--- config.mk ---
export PLATFORM = sky130hd
export DESIGN_NAME = bus_slave_bram_if
export DESIGN_NICKNAME = d
export VERILOG_FILES = /design/src/rtl/bus_pkg.sv /design/src/rtl/serial_shift_reg.sv /design/src/rtl/bus_slave_bram_if.sv
export SDC_FILE = /design/constraint.sdc
export NUM_CORES = 1
export LEC_CHECK = 0
export BUFFER_PORTS_ARGS = -buffer_cell sky130_fd_sc_hd__buf_2
export CAP_MARGIN = 20
export CORE_MARGIN = 5
export CORE_UTILIZATION = 43
export DETAILED_ROUTE_END_ITERATION = 10
export PLACE_DENSITY = 0.65
export SETUP_SLACK_MARGIN = 0.5
export SLEW_MARGIN = 20
export SYNTH_ARGS = -nofsm -noshare
export SYNTH_HDL_FRONTEND = slang
export SYNTH_SLANG_ARGS = --single-unit
--- constraint.sdc ---
create_clock -name clk -period 1.8 [get_ports clk]
set_input_delay 0.27 -clock clk [delete_from_list [all_inputs] [get_ports clk]]
set_output_delay 0.27 -clock clk [all_outputs]
set_load 0.01 [all_outputs]
--- src/rtl/bus_pkg.sv ---
// Shared definitions for the bit-serial bus slave front end: FSM state
// encoding, transfer-mode constants and default field widths.
package bus_pkg;

    localparam int DEFAULT_ADDR_WIDTH = 12;
    localparam int DEFAULT_DATA_WIDTH = 8;

    localparam logic MODE_READ  = 1'b0;
    localparam logic MODE_WRITE = 1'b1;

    typedef logic [2:0] state_t;

    localparam state_t S_IDLE  = 3'd0;
    localparam state_t S_ADDR  = 3'd1;
    localparam state_t S_WDATA = 3'd2;
    localparam state_t S_MEMWR = 3'd3;
    localparam state_t S_MEMRD = 3'd4;
    localparam state_t S_RWAIT = 3'd5;
    localparam state_t S_RDATA = 3'd6;

    function automatic int max_int(input int a, input int b);
        return (a > b) ? a : b;
    endfunction

endpackage

--- src/rtl/serial_shift_reg.sv ---
// Right-shifting register used for both directions of the serial link.
// Parallel load wins over shift; shifting moves shift_in into the MSB so
// an LSB-first stream ends up in natural bit order, and q[0] is the next
// bit to leave on an LSB-first output.
module serial_shift_reg #(
    parameter int WIDTH = 8
) (
    input  logic             clk,
    input  logic             rstn,
    input  logic             load,
    input  logic [WIDTH-1:0] load_data,
    input  logic             shift_en,
    input  logic             shift_in,
    output logic [WIDTH-1:0] q
);

    logic [WIDTH-1:0] q_shift;

    if (WIDTH == 1) begin : g_single
        assign q_shift = shift_in;
    end else begin : g_multi
        assign q_shift = {shift_in, q[WIDTH-1:1]};
    end

    // Register update: load, else shift, else hold.
    always_ff @(posedge clk or negedge rstn) begin
        if (!rstn) begin
            q <= '0;
        end else if (load) begin
            q <= load_data;
        end else if (shift_en) begin
            q <= q_shift;
        end
    end

endmodule

--- src/rtl/bus_slave_bram_if.sv ---
// Bit-serial bus slave in front of a single-port block RAM.
//
// Handshake: sready is high only in IDLE. A frame starts on the first
// cycle with mvalid=1 while sready=1; mvalid must then stay high for every
// serial bit of the frame (address, plus data for writes), otherwise the
// frame is dropped silently. On reads svalid qualifies srdata, one bit per
// cycle LSB first; there is no back-pressure on the read stream.
//
// The last serial bit is taken straight from swdata together with the
// bits already shifted in, so the RAM access starts on the next cycle.
module bus_slave_bram_if
    import bus_pkg::*;
#(
    parameter int ADDR_WIDTH   = DEFAULT_ADDR_WIDTH,
    parameter int DATA_WIDTH   = DEFAULT_DATA_WIDTH,
    parameter int MEM_DEPTH    = 4096,
    parameter int READ_LATENCY = 1
) (
    input  logic                  clk,
    input  logic                  rstn,
    input  logic                  mvalid,
    input  logic                  smode,
    input  logic                  swdata,
    output logic                  sready,
    output logic                  srdata,
    output logic                  svalid,
    output logic [ADDR_WIDTH-1:0] mem_addr,
    output logic [DATA_WIDTH-1:0] mem_wdata,
    output logic                  mem_wren,
    output logic                  mem_rden,
    input  logic [DATA_WIDTH-1:0] mem_rdata,
    output state_t                dbg_state
);

    localparam int RXW = max_int(ADDR_WIDTH, DATA_WIDTH);
    localparam int CW  = $clog2(RXW) + 1;
    localparam int AW1 = ADDR_WIDTH + 1;

    localparam logic [CW-1:0]  ADDR_LAST  = CW'(ADDR_WIDTH - 1);
    localparam logic [CW-1:0]  DATA_LAST  = CW'(DATA_WIDTH - 1);
    localparam logic [CW-1:0]  RWAIT_LAST = CW'(READ_LATENCY - 1);
    localparam logic [AW1-1:0] DEPTH_LIM  = AW1'(MEM_DEPTH);

    state_t                state;
    logic [CW-1:0]         cnt;
    logic                  mode_q;
    logic [ADDR_WIDTH-1:0] addr_q;
    logic                  range_ok;

    logic [RXW-2:0]        rx_q;
    logic [RXW-1:0]        rx_next;
    logic [ADDR_WIDTH-1:0] addr_full;
    logic [DATA_WIDTH-1:0] data_full;
    logic                  frame_bit;
    logic                  cur_mode;
    logic                  addr_last;

    logic [DATA_WIDTH-1:0] tx_q;
    logic [DATA_WIDTH-1:0] tx_load_data;
    logic                  tx_load;
    logic                  tx_shift;
    logic                  tx_upper_unused;

    function automatic logic in_range(input logic [ADDR_WIDTH-1:0] a);
        return ({1'b0, a} < DEPTH_LIM);
    endfunction

    // A serial bit is consumed on every frame cycle (start, address, data).
    assign frame_bit = mvalid && (state == S_IDLE || state == S_ADDR || state == S_WDATA);

    // Word as it will look once the current swdata bit is shifted in.
    assign rx_next   = {swdata, rx_q};
    assign addr_full = rx_next[RXW-1 -: ADDR_WIDTH];
    assign data_full = rx_next[RXW-1 -: DATA_WIDTH];

    // Mode is only valid on the first frame cycle; afterwards use the latch.
    assign cur_mode  = (state == S_IDLE) ? smode : mode_q;
    assign addr_last = (state == S_IDLE) ? (ADDR_WIDTH == 1) : (cnt == ADDR_LAST);

    serial_shift_reg #(.WIDTH(RXW - 1)) u_rx_sr (
        .clk       (clk),
        .rstn      (rstn),
        .load      (1'b0),
        .load_data ('0),
        .shift_en  (frame_bit),
        .shift_in  (swdata),
        .q         (rx_q)
    );

    // Read word capture on the final wait cycle; out-of-range reads return 0.
    assign tx_load      = (state == S_RWAIT) && (cnt == RWAIT_LAST);
    assign tx_load_data = range_ok ? mem_rdata : '0;
    assign tx_shift     = (state == S_RDATA);

    serial_shift_reg #(.WIDTH(DATA_WIDTH)) u_tx_sr (
        .clk       (clk),
        .rstn      (rstn),
        .load      (tx_load),
        .load_data (tx_load_data),
        .shift_en  (tx_shift),
        .shift_in  (1'b0),
        .q         (tx_q)
    );

    // Upper tx bits only travel down the shift chain toward bit 0.
    assign tx_upper_unused = ^tx_q[DATA_WIDTH-1:1];

    assign sready    = (state == S_IDLE);
    assign svalid    = (state == S_RDATA);
    assign srdata    = svalid & tx_q[0];
    assign dbg_state = state;

    // Frame sequencing, RAM strobes and registered RAM address/data.
    always_ff @(posedge clk or negedge rstn) begin
        if (!rstn) begin
            state     <= S_IDLE;
            cnt       <= '0;
            mode_q    <= MODE_READ;
            addr_q    <= '0;
            range_ok  <= 1'b0;
            mem_addr  <= '0;
            mem_wdata <= '0;
            mem_wren  <= 1'b0;
            mem_rden  <= 1'b0;
        end else begin
            mem_wren <= 1'b0;
            mem_rden <= 1'b0;
            case (state)
                S_IDLE, S_ADDR: begin
                    if (!mvalid) begin
                        state <= S_IDLE;
                    end else begin
                        if (state == S_IDLE) begin
                            mode_q <= smode;
                        end
                        if (addr_last) begin
                            if (cur_mode == MODE_WRITE) begin
                                addr_q <= addr_full;
                                cnt    <= '0;
                                state  <= S_WDATA;
                            end else begin
                                mem_addr <= addr_full;
                                mem_rden <= in_range(addr_full);
                                range_ok <= in_range(addr_full);
                                state    <= S_MEMRD;
                            end
                        end else begin
                            cnt   <= (state == S_IDLE) ? CW'(1) : cnt + CW'(1);
                            state <= S_ADDR;
                        end
                    end
                end
                S_WDATA: begin
                    if (!mvalid) begin
                        state <= S_IDLE;
                    end else if (cnt == DATA_LAST) begin
                        mem_addr  <= addr_q;
                        mem_wdata <= data_full;
                        mem_wren  <= in_range(addr_q);
                        state     <= S_MEMWR;
                    end else begin
                        cnt <= cnt + CW'(1);
                    end
                end
                S_MEMWR: begin
                    state <= S_IDLE;
                end
                S_MEMRD: begin
                    cnt   <= '0;
                    state <= S_RWAIT;
                end
                S_RWAIT: begin
                    if (cnt == RWAIT_LAST) begin
                        cnt   <= '0;
                        state <= S_RDATA;
                    end else begin
                        cnt <= cnt + CW'(1);
                    end
                end
                S_RDATA: begin
                    if (cnt == DATA_LAST) begin
                        state <= S_IDLE;
                    end else begin
                        cnt <= cnt + CW'(1);
                    end
                end
                default: begin
                    state <= S_IDLE;
                end
            endcase
        end
    end

endmodule

### After elaboration in Yosys (flattened, before gate mapping)

Index checks and enable logic that the tools add are counted.

* output and inout port bits: 28
* flip-flop bits (word level): 63
* word-level logic and storage cells: 81
* input port bits: 13

* reductions and logical operators: 17
* bitwise logic cells: 2
* mux-type cells: 34
* add/subtract/negate cells: 1
* eq/ne operators: 16

Operators with widths (count)
* $mux 12: 5
* $mux 5: 7
* $pmux 5 s5: 1
* $mux 8: 3
* $pmux 12 s2: 1
* $mux 3: 7
* $pmux 3 s5: 1
* $reduce_and 4->1: 3
* $eq 3x3->1 const B: 3
* $mux 1: 9
* $ne 2x2->1 const B: 4
* $ne 2x1->1 const B: 3
* $reduce_and 3->1: 2
* $reduce_and 6->1: 1
* $add 5x1->5 const B: 1
* $eq 5x3->1 const B: 1
* $eq 5x4->1 const B: 1
* $logic_not 5->1: 1
* $reduce_bool 5->1: 1
* $reduce_bool 2->1: 2
* $eq 3x1->1 const B: 1
* $eq 3x2->1 const B: 1
* $logic_not 3->1: 1
* $ne 3x2->1 const B: 1
* other kinds (7): 9

### Longest topological paths before layout

Gate-level depths: netlist of the first run.

* depth after elaboration: 6
* mapped depth: 8
* mapped depth without buffers: 7

### Modules after synthesis

From an unflattened synthesis of the first run, not the netlist that was laid out.

* cells, all modules: 273
* area total of the unflattened synthesis: 3021.6 um2

Modules (own cells, without submodules)
* bus_slave_bram_if: cells an instance 192, instances 1, area an instance 2145.8 um2
* serial_shift_reg at u_rx_sr: cells an instance 47, instances 1, area an instance 503.0 um2
* serial_shift_reg at u_tx_sr: cells an instance 34, instances 1, area an instance 372.9 um2

### Worst setup path before layout of the first run

OpenSTA, ideal clock, no wires.

* kind: flip-flop to flip-flop
* start: register cnt[0]
* end: register mem_addr[8]
* data arrival time: 1.703 ns
* setup slack: -0.029 ns
* data required time: 1.674 ns
* library setup time: 0.126 ns
* stages on the path, launching flop included: 9
* path buffers: 2
* cells stage by stage: dfrtp_1 ha_1 nand4bb_1 buf_2 or4_1 a21o_1 buf_6 nand2_1 o21ai_1

* cells in the longest elaborated chain, start to end: 4
* elaborated cells on any way between the ends: 6
* those cells by class: eq/ne: 4; mux: 1; reduce/logical: 1

Ends and longest elaborated chain
* start: declaration: RTL line bus_slave_bram_if.sv:45 `logic [CW-1:0] cnt;`
* start signal: assignment: RTL line bus_slave_bram_if.sv:148 `cnt <= (state == S_IDLE) ? CW'(1) : cnt + CW'(1);`
* start signal: assignment: RTL line bus_slave_bram_if.sv:162 `cnt <= cnt + CW'(1);`
* start signal: assignment: RTL line bus_slave_bram_if.sv:177 `cnt <= cnt + CW'(1);`
* $eq 5x4->1: RTL line bus_slave_bram_if.sv:78 `assign addr_last = (state == S_IDLE) ? (ADDR_WIDTH == 1) : (cnt == ADDR_LAST);`
* $mux 1: RTL line bus_slave_bram_if.sv:78
* $ne 2x2->1 (no source line)
* $reduce_and 6->1 (no source line) (*)
* end signal: assignment: RTL line bus_slave_bram_if.sv:142 `mem_addr <= addr_full;`
* end signal: assignment: RTL line bus_slave_bram_if.sv:157 `mem_addr <= addr_q;`
* end: declaration: RTL line bus_slave_bram_if.sv:27 `output logic [ADDR_WIDTH-1:0] mem_addr,`

Every way passes the cells marked *; elsewhere a longest branch is shown, timed or not.
A chain may end at the register's enable or synchronous reset.

### Worst setup path after layout of the first run

* start: register cnt[0]
* end: register cnt[3]

* cells in the longest elaborated chain, start to end: 5
* elaborated cells on any way between the ends: 14
* those cells by class: add/sub: 1; eq/ne: 3; mux: 8; reduce/logical: 2

Ends and longest elaborated chain
* $add 5x1->5 / $eq 5x4->1 (equally long branches)
* $mux 5 / $mux 1 (equally long branches): RTL line bus_slave_bram_if.sv:148, bus_slave_bram_if.sv:78
* $mux 5: RTL line bus_slave_bram_if.sv:136 `if (addr_last) begin`
* $mux 5: RTL line bus_slave_bram_if.sv:130 `if (!mvalid) begin`
* $pmux 5 s5: RTL line bus_slave_bram_if.sv:128 `case (state)`

Parallel ways exist; a longest one is shown, timed or not. The select of a mux whose other input is x is not followed.

==> results of run 1 <==
==> cell type report <==
class	count	share of cell area
Clock buffer	11	0.0328
Clock inverter	5	0.00784
Inverter	14	0.0134
Multi-Input combinational cell	150	0.364
Sequential cell	63	0.367
Tap cell	77	0.0224
Timing Repair Buffer	97	0.193
==> routing by layer <==
layer | vias up | global-route usage | wire [µm]
met3 | 16 | 0.0347 | 286
met4 | 2 | 0.0709 | 147
met2 | 57 | 0.280 | 3820
met5 | - | 0 | 7
met1 | 1167 | 0.240 | 3450
li1 | 1043 | - | -
==> state kept, by name, indices dropped and copies added (netlist names) <==
signal	flops
mem_wdata	8
u_rx_sr.q	11
mem_addr	12
dbg_state	3
cnt	5
range_ok	1
mem_rden	1
u_tx_sr.q	8
addr_q	12
mode_q	1
mem_wren	1
==> how the worst max path moves through the flow <==
stage | end | slack (ns) | cells past startpoint
2_1_floorplan | mem_addr[8] | -0.02 | 8
3_3_place_gp | u_tx_sr.q[5] | -0.03 | 8
3_5_place_dp | u_tx_sr.q[5] | -0.12 | 7
4_1_cts | cnt[4] | -0.06 | 8
5_1_grt | u_tx_sr.q[4] | -0.23 | 7
6_report | cnt[3] | -0.13 | 8
==> report_power, final <==
part           switching, mW  total [mW]  internal, mW
Sequential             0.389        2.13          1.74
Combinational           1.05        2.39          1.33
Clock                  0.587        1.12         0.535
==> Yosys cell counts <==
library cell  instances
a21o_1                2
a21oi_1               5
a222oi_1              6
a22o_1                1
a31oi_1               2
and2_1                2
and3_1                3
and4bb_1              1
buf_2                 7
buf_4                 1
buf_6                 2
clkbuf_1              2
dfrtp_1              63
ha_1                  2
inv_1                14
mux2_2               32
mux2i_1              13
nand2_1              23
nand2b_1              3
nand3_1               4
nand3_2               1
nand3b_1              1
nand4bb_1             1
nor2_1                3
nor2b_1               3
nor3_1                5
o21ai_0               7
o21ai_1               6
o21ai_2               8
o21bai_1              1
o221ai_1              3
o22ai_1               1
o2bb2ai_1             1
o31a_1                1
or2_2                 4
or3_4                 1
or4_1                 1
or4b_4                1
==> through the flow <==
| stage | setup slack [ns] | util | instance area, µm² |
|---|---|---|---|
| global route | -0.227 | 0.675 | 4310 |
| global placement | -0.0319 | 0.519 | 3320 |
| finish | -0.133 | 0.675 | 4310 |
| detailed placement | -0.117 | 0.519 | 3320 |
| CTS | -0.0616 | 0.633 | 4040 |
| floorplan | -0.0217 | - | 2890 |
==> worst max-delay path: cells and delay by family (launching register included) <==
kind,cells,cell delay (ns)
adders and majority gates,1,0.16
AOI/OAI and AO/OA,3,0.61
DFF,1,0.39
and+or+nand+nor,2,0.36
buffers and inverters,2,0.29
==> cell families (layout without fill, tap and decap cells) <==
| group | Yosys count | count (layout) | share of synthesized area |
|---|---|---|---|
| AO/OA/AOI/OAI | 44 | 44 | 0.111 |
| buffers and inverters | 26 | 127 | 0.0440 |
| multiplexers | 45 | 45 | 0.173 |
| AND/OR/NAND/NOR | 57 | 59 | 0.109 |
| adder cells (fa/ha/maj) | 2 | 2 | 0.00881 |
| flip-flops | 63 | 63 | 0.555 |
==> timing repair <==
action                                  4_1_cts  5_1_grt
endpoints found under the hold margin        63        0
endpoints found under the setup margin       68       69
hold buffers                                  1        0
gates cloned                                  3        3
pin swaps                                    11       26
resized for setup                            98       36
setup buffers                                18        9
==> impl_metrics.json, run 1 <==
{
  "dp_cells": 367,
  "clock-sinks": 63,
  "die_w_um": 91.3,
  "synthCells": 237,
  "worstHoldStart": "mem_rdata[3]",
  "synth_top_area_cell": "dfrtp_1",
  "ys_seq_area_frac": 0.555,
  "start_util": 0.445,
  "cts_buffers": 9,
  "antenna_left": 0,
  "crit_path_start_kind": "register",
  "regArea_um2": 1580,
  "die_area_um2": 8330,
  "synth_area_leaders": "dfrtp_1, mux2_2, mux2i_1",
  "path_class": "reg -> reg",
  "rows": 29,
  "fin_skew_ns": 0.00954,
  "num_vias": 2285,
  "antenna_found_initial": 1,
  "cp.required_ns": 2.02,
  "gp_congestion": 0.803,
  "multi_input_area_um2": 1570,
  "finalWorstSetupSlack_ns": -0.133,
  "whs_ns": 0.131,
  "drive_gt1_frac": 0.612,
  "core_area_um2": 6390,
  "whs_endpoint": "u_tx_sr.q[3]",
  "routed_via_density": 5.48,
  "min_path_cells": 3,
  "worstMarginPinSlew_ns": 0.332,
  "synth_top_area_frac": 0.555,
  "max_freq_mhz": 517,
  "synth_cell_types": 38,
  "die_h_um": 91.3,
  "io_buffers": 40,
  "final_cell_count_no_fill": 417,
  "reg2reg_slack_ns": -0.13,
  "rsz0062_at_grt": "yes",
  "drv_slew": 0,
  "power_mw": 5.64,
  "crit_chain": "buf_6, ha_4, nand4bb_4, buf_6, o31a_1, o21ai_2, or2_4, o221ai_1",
  "yosys_warnings": 0,
  "h-tree-depth": 3,
  "path_common_cell": "buf_6",
  "arrival_ns": 2.15,
  "hold_violations": 0,
  "fin_crit_ns": 1.93,
  "startpoint": "cnt[0]",
  "wl_per_cell_um": 18.5,
  "clk_pin_slew_ns": 0.07,
  "hold_class": "in -> reg",
  "tns_ns": -2.91,
  "routed_wl_um": 7710,
  "ios": 41,
  "reg2regPathDepth": 8,
  "grt_start_max_net_pins": 64,
  "cpPeakStageDelay_ns": 0.39,
  "diodes": 0,
  "timing.rr.start": "cnt[0]",
  "ir_drop_mv": 0.661,
  "drc": 0,
  "reg2reg_to": "cnt[3]",
  "first_global_vias": 2345,
  "overflow": 0,
  "n_fill_cell": 446,
  "final_common_cell": "dfrtp_1",
  "cts_tree": "built",
  "slew_headroom": 0.778,
  "ys_ff_latch": 63,
  "violations": "negative setup slack",
  "grt_pass1_wl_um": 11800,
  "timing.final.crit_share": 1.07,
  "cp-end-kind": "register",
  "root_buffer": "clkbuf_8",
  "final_cell_mix": "dfrtp_1, buf_2, mux2_4, buf_6, buf_4",
  "track_usage": 0.177,
  "clk_latency_ns": 0.35,
  "drt_iter0_drc": 172,
  "p_per_area_nw_per_um2": 1310,
  "p_leak_nw": 2.17,
  "cap_violations": 0,
  "synth_fp_nets": 252,
  "postSynthAreaPerCell_um2": 12.0,
  "nets": 350,
  "firstDrtPassIters": 5,
  "cp_max_fo": 5,
  "hpwl_um": 3960,
  "syn_to_final_growth_pct": 51.6,
  "cts_buffer_depth": 2,
  "outcome": "finished with violations",
  "critPathSlowestCell": "dfrtp_1",
  "syn-cell-area_um2": 2840,
  "setup_viol": 38
}
Power figures use the tool's default switching activity.
==> inputs of run 2 (changes only) <==
==> constraint.sdc (replaced) <==
create_clock -name clk -period 1.7 [get_ports clk]
set_input_delay 0.255 -clock clk [delete_from_list [all_inputs] [get_ports clk]]
set_output_delay 0.255 -clock clk [all_outputs]
set_load 0.01 [all_outputs]
==> run 2 against run 1 <==
Compared with the run above:
- critical path depth unchanged
- routed wire length down 7.2%
- maximum frequency up 1.5%
- the flow still finishes with violations (negative setup slack)
- largest power group unchanged
- die area unchanged
- core utilization down 1.5 points
- first-iteration DRC count down 5.2%
- power up 8.7%
- global-route usage down 1.4 points
- count of clock-buffer cells in the layout down 2
- register-to-register slack worse by 0.07 ns
==> impl_metrics.json, run 2 (synthesized netlist as in run 1, its figures left out) <==
{
  "outcome": "finished with violations",
  "violations": "negative setup slack",
  "drc": 0,
  "drive_gt1_frac": 0.586,
  "nets": 347,
  "p_seq_frac": 0.360,
  "core_area_um2": 6390,
  "die_w_um": 91.3,
  "routed_wl_um": 7160,
  "timing.final.crit_share": 1.12,
  "worstMarginPinSlew_ns": 0.333,
  "antenna_found_initial": 1,
  "p_per_area_nw_per_um2": 1460,
  "slew_headroom": 0.778,
  "firstDrtPassIters": 4,
  "overflow": 0,
  "cts_buffers": 9,
  "cp-end-kind": "register",
  "cp.required_ns": 1.94,
  "ios": 41,
  "intPower_mw": 4.01,
  "n_fill_cell": 444,
  "postPlaceCellArea_um2": 3340,
  "hold_violations": 0,
  "num_vias": 2269,
  "rsz0062_at_grt": "yes",
  "swShare": 0.346,
  "syn_to_final_growth_pct": 48.1,
  "final_cell_mix": "dfrtp_1, buf_2, buf_4",
  "die_area_um2": 8330,
  "pwr-share-comb": 0.434,
  "cts_buffer_depth": 2,
  "clock-sinks": 63,
  "drt_iter0_drc": 163,
  "fin_util": 0.659,
  "path_class": "reg -> reg",
  "hpwl_um": 3950,
  "crit_path_start_kind": "register",
  "reg2reg_to": "mem_addr[9]",
  "io_buffers": 40,
  "power_switching_mw": 2.12,
  "cts_tree": "built",
  "ir_drop_mv": 0.900,
  "reg.largest.list": "addr_q x12, mem_addr x12, u_rx_sr.q x11",
  "first_global_vias": 2154,
  "finalWorstSetupSlack_ns": -0.205,
  "whs_ns": 0.117,
  "max_freq_mhz": 525,
  "timing.rr.start": "cnt[0]",
  "h-tree-depth": 3,
  "arrival_ns": 2.14,
  "clk_latency_ns": 0.35,
  "fin_crit_ns": 1.91,
  "cp_max_fo": 12,
  "setup_viol": 42,
  "reg2reg_slack_ns": -0.21,
  "fin_skew_ns": 0.00750,
  "worstHoldStart": "mem_rdata[5]",
  "rows": 29,
  "drv_slew": 0,
  "routed_via_density": 5.49,
  "track_usage": 0.163,
  "grt_start_max_net_pins": 64,
  "wl_per_cell_um": 17.3,
  "reg2regPathDepth": 8,
  "min_path_cells": 3,
  "whs_endpoint": "u_tx_sr.q[5]",
  "diodes": 0,
  "grt_pass1_wl_um": 10900,
  "p_leak_nw": 2.12,
  "die_h_um": 91.3,
  "start_util": 0.445,
  "root_buffer": "clkbuf_8",
  "pwr-share-clk": 0.206,
  "hold_class": "in -> reg",
  "antenna_left": 0,
  "gp_congestion": 0.871,
  "tns_ns": -5.94,
  "clk_pin_slew_ns": 0.07,
  "cap_violations": 0,
  "final_common_cell": "dfrtp_1",
  "design_area_um2": 4210
}
[run 2: changes by cell type in the layout (fill, tap and decap cells not counted), moves of 3 or more]
| cell | before | now |
|---|---|---|
| nand2_4 | 11 | 2 |
| nand2_1 | 9 | 21 |
| buf_6 | 31 | 19 |
| mux2_2 | 1 | 12 |
| mux2_4 | 31 | 20 |
| nand2_2 | 3 | 0 |
| buf_4 | 25 | 31 |
| o21ai_1 | 8 | 5 |
[run 2: worst max-delay path by stage]
stage / from / endpoint
floorplan: cnt[0] / mem_addr[8]
global placement: cnt[0] / u_tx_sr.q[3]
detailed placement: cnt[0] / u_tx_sr.q[4]
CTS: cnt[0] / u_tx_sr.q[4]
global route: cnt[0] / u_tx_sr.q[2]
finish: cnt[0] / mem_addr[9]
[run 2: final cells by class]
| type | count | area, µm² | share of cell area |
|---|---|---|---|
| Clock inverter | 6 | 61.3 | 0.0146 |
| Timing Repair Buffer | 94 | 797 | 0.189 |
| Sequential cell | 63 | 1580 | 0.375 |
| Inverter | 14 | 55.1 | 0.0131 |
| Clock buffer | 9 | 124 | 0.0294 |
| Multi-Input combinational cell | 150 | 1500 | 0.355 |
| Tap cell | 77 | 96.3 | 0.0229 |
[run 2: routing by layer]
layer	vias up	wire length (µm)	global-route usage
li1	1052	-	-
met1	1141	3310	0.223
met2	57	3430	0.245
met3	17	262	0.0347
met4	2	134	0.0844
met5	-	13	0
[run 2: critical path, stage by stage, from the launching register on]
cell,delay [ns]
dfrtp_2,0.39
buf_4,0.13
ha_4,0.16
nand4bb_4,0.15
or4_4,0.45
a21o_4,0.24
buf_12,0.14
nand2_1,0.08
o21ai_2,0.05
[run 2: timing repair]
action                     4_1_cts  5_1_grt
gates cloned                     2        2
setup buffers                   12       12
setup endpoints to repair       69       69
hold endpoints to repair        63        0
resized for setup               60       34
pin swaps                       11       12
hold buffers                     1        0
[run 2: power by group through the flow]
stage | logic [mW] | registers, mW | clock network [mW]
2_1_floorplan | 1.04 | 2.13 | 0
3_3_place_gp | 1.65 | 2.16 | 0
3_5_place_dp | 1.68 | 2.18 | 0
4_1_cts | 2.28 | 2.18 | 1.27
5_1_grt | 2.85 | 2.26 | 1.33
6_report | 2.66 | 2.21 | 1.27
[run 2: per-stage QoR]
step | total power, mW | cells | setup WS [ns]
floorplan | 3.18 | 237 | -0.122
global placement | 3.81 | 369 | -0.148
detailed placement | 3.86 | 369 | -0.226
CTS | 5.73 | 399 | -0.169
global route | 6.45 | 413 | -0.320
finish | 6.13 | 413 | -0.205
==> inputs of run 3 (changes only) <==
--- a/config.mk
+++ b/config.mk
@@ -5,12 +5,13 @@
 export SDC_FILE = /design/constraint.sdc
 export NUM_CORES = 1
 export LEC_CHECK = 0
+export ABC_AREA = 1
 export BUFFER_PORTS_ARGS = -buffer_cell sky130_fd_sc_hd__buf_2
 export CAP_MARGIN = 20
 export CORE_MARGIN = 5
-export CORE_UTILIZATION = 43
+export CORE_UTILIZATION = 34
 export DETAILED_ROUTE_END_ITERATION = 10
-export PLACE_DENSITY = 0.65
+export PLACE_DENSITY = 0.57
 export SETUP_SLACK_MARGIN = 0.5
 export SLEW_MARGIN = 20
 export SYNTH_ARGS = -nofsm -noshare
==> run 3 against run 2 <==
Compared with the run above:
- the run now ends clean
- synthesized cell count is 60% higher
- sequential share of layout area decreased by 5.7 points
- via count is 32% higher
- non-clock buffer count grew 10
==> impl_metrics.json, run 3 <==
{
  "core_area_um2": 8720,
  "cts_buffer_depth": 2,
  "timing.final.crit_share": 0.922,
  "worstHoldStart": "mem_rdata[7]",
  "die_area_um2": 11000,
  "ys_seq_area_frac": 0.517,
  "num_vias": 2987,
  "drt-met1-wl_um": 3860,
  "reg.largest.list": "addr_q x12, mem_addr x12, u_rx_sr.q x11",
  "arrival_ns": 1.85,
  "routed_via_density": 4.96,
  "clk_pin_slew_ns": 0.07,
  "pwr-share-clk": 0.178,
  "crit_chain": "buf_6, nor2_4, nand3b_1, nand2_2, nand2_2, nand2_4, buf_8, nand3_2, nand2_2",
  "synth_top_area_cell": "dfrtp_1",
  "highest_layer": "met4",
  "reg2regPathDepth": 9,
  "cp.required_ns": 1.98,
  "reg2reg_to": "mem_addr[6]",
  "power_mw": 8.19,
  "synth-edff-count": 0,
  "drc": 0,
  "antenna_found_initial": 0,
  "path_class": "reg -> reg",
  "synth_area_leaders": "dfrtp_1, nand2_1, nand3_1",
  "min_path_cells": 3,
  "ys_ff_latch": 63,
  "clock-sinks": 63,
  "grt_start_max_net_pins": 64,
  "reg2reg_slack_ns": 0.13,
  "cpPeakStageDelay_ns": 0.41,
  "synthMostInstantiatedCell": "nand2_1",
  "path_common_cell": "nand2_2",
  "worstMarginPinSlew_ns": 0.346,
  "grt_pass1_wl_um": 14600,
  "synthCells": 380,
  "cp_max_fo": 6,
  "timing.rr.start": "dbg_state[1]",
  "root_buffer": "clkbuf_8",
  "swShare": 0.421,
  "intPower_mw": 4.74,
  "synthTopCellsByCount": "nand2_1, dfrtp_1, nand3_1, inv_1, o21ai_0",
  "firstDrtPassIters": 4,
  "drv_slew": 0,
  "crit_path_start_kind": "register",
  "cts_buffers": 9,
  "fin_crit_ns": 1.57,
  "syn_to_final_growth_pct": 63.0,
  "die_h_um": 105,
  "critPathSlowestCell": "dfrtp_1",
  "start_util": 0.350,
  "async_flop_share": 1.00,
  "slew_headroom": 0.770,
  "gp_congestion": 0.864,
  "p_seq_frac": 0.281,
  "max_freq_mhz": 638,
  "h-tree-depth": 3,
  "synth-main-ff-cell": "dfrtp_1",
  "cts_tree": "built",
  "pwr-share-comb": 0.540,
  "final_cell_count_no_fill": 602,
  "hold_violations": 0,
  "final_cell_mix": "nand2_1, dfrtp_1, nand2_2, buf_2, buf_4",
  "drive_gt1_frac": 0.516,
  "dp_cells": 524,
  "power_switching_mw": 3.45,
  "hpwl_um": 4870,
  "synth_cell_types": 24,
  "fin_util": 0.570,
  "p_per_area_nw_per_um2": 1650,
  "hold_class": "in -> reg",
  "tns_ns": 0,
  "wl_per_cell_um": 15.4,
  "rows": 34,
  "dr_wl_met2_um": 4920,
  "fin_skew_ns": 0.0102,
  "drt_iter0_drc": 154,
  "io_buffers": 40,
  "synth_fp_nets": 395,
  "ios": 41,
  "diodes": 0,
  "yosys_warnings": 0,
  "outcome": "finished, final reports clean",
  "nets": 505,
  "dr_wl_met3_um": 340,
  "ir_drop_mv": 0.675,
  "first_global_vias": 3119,
  "syn-cell-area_um2": 3050,
  "routed_wl_um": 9270,
  "postSynthAreaPerCell_um2": 8.02,
  "synth_top_area_frac": 0.517,
  "overflow": 0,
  "rsz0062_at_grt": "yes",
  "die_w_um": 105,
  "cp-end-kind": "register",
  "whs_endpoint": "u_tx_sr.q[7]",
  "cap_violations": 0,
  "antenna_left": 0,
  "p_leak_nw": 2.49,
  "clk_latency_ns": 0.34,
  "track_usage": 0.162,
  "final_common_cell": "nand2_1",
  "setup_viol": 0
}
## run 3: cells by family (layout without fill, tap and decap cells)
kind of cell               after synthesis  in the layout  share of synthesized area
and+or+nand+nor                        211            217                      0.314
buffers and inverters                   52            160                     0.0759
DFF                                     63             63                      0.517
AOI/OAI and AO/OA                       52             52                     0.0854
adders and majority gates                2              2                    0.00821
## run 3: how the worst max path moves through the flow
stage	to	cells after the start	from	slack, ns
floorplan	mem_addr[0]	9	cnt[0]	0.22
global placement	u_tx_sr.q[6]	9	cnt[0]	0.06
detailed placement	u_tx_sr.q[1]	9	cnt[0]	0.04
CTS	u_tx_sr.q[1]	10	cnt[0]	0.14
global route	mem_addr[6]	10	cnt[4]	0.05
finish	mem_addr[6]	9	dbg_state[1]	0.13
## run 3: timing repair
| action | in CTS | in global routing |
|---|---|---|
| hold buffers | 1 | 0 |
| gates cloned | 9 | 2 |
| pin swaps | 18 | 38 |
| hold endpoints to repair | 63 | 0 |
| endpoints found under the setup margin | 68 | 69 |
| resized for setup | 76 | 131 |
| setup buffers | 41 | 10 |
## run 3: stage by stage
stage                     instance area, µm²  setup slack, ns  hold slack, ns
after floorplan                         3100            0.224         -0.0406
final                                   4970            0.133           0.160
after CTS                               4370            0.140           0.144
after detailed placement                3400           0.0361           0.298
after global routing                    4970           0.0477           0.168
after global placement                  3400           0.0572           0.297
## run 3: metal layers
layer,vias to the layer above,track usage
met5,-,0
met4,0,0.0521
met3,18,0.0462
met2,63,0.281
met1,1460,0.194
li1,1446,-
## run 3: power groups by stage
stage | Clock, mW | Combinational, mW | Sequential (mW)
3_3_place_gp | 0 | 2.20 | 2.21
3_5_place_dp | 0 | 2.22 | 2.22
5_1_grt | 1.55 | 4.78 | 2.36
4_1_cts | 1.50 | 3.42 | 2.22
2_1_floorplan | 0 | 1.55 | 2.24
6_report | 1.46 | 4.42 | 2.30
## run 3: layout make-up
class                   instances  area [µm²]
flip-flops and latches         63        1580
repair buffers                104         960
fillers                       733        3750
well taps                     108         135
clock inverters                 5        81.3
clock buffers                  10         138
inverters                      41         184
multi-input cells             271        1890
## run 3: worst max-delay path: cells and delay by family, from the launching register on
kind,cells,cell delay (ns)
DFF,1,0.41
buffers and inverters,2,0.30
and+or+nand+nor,7,0.80
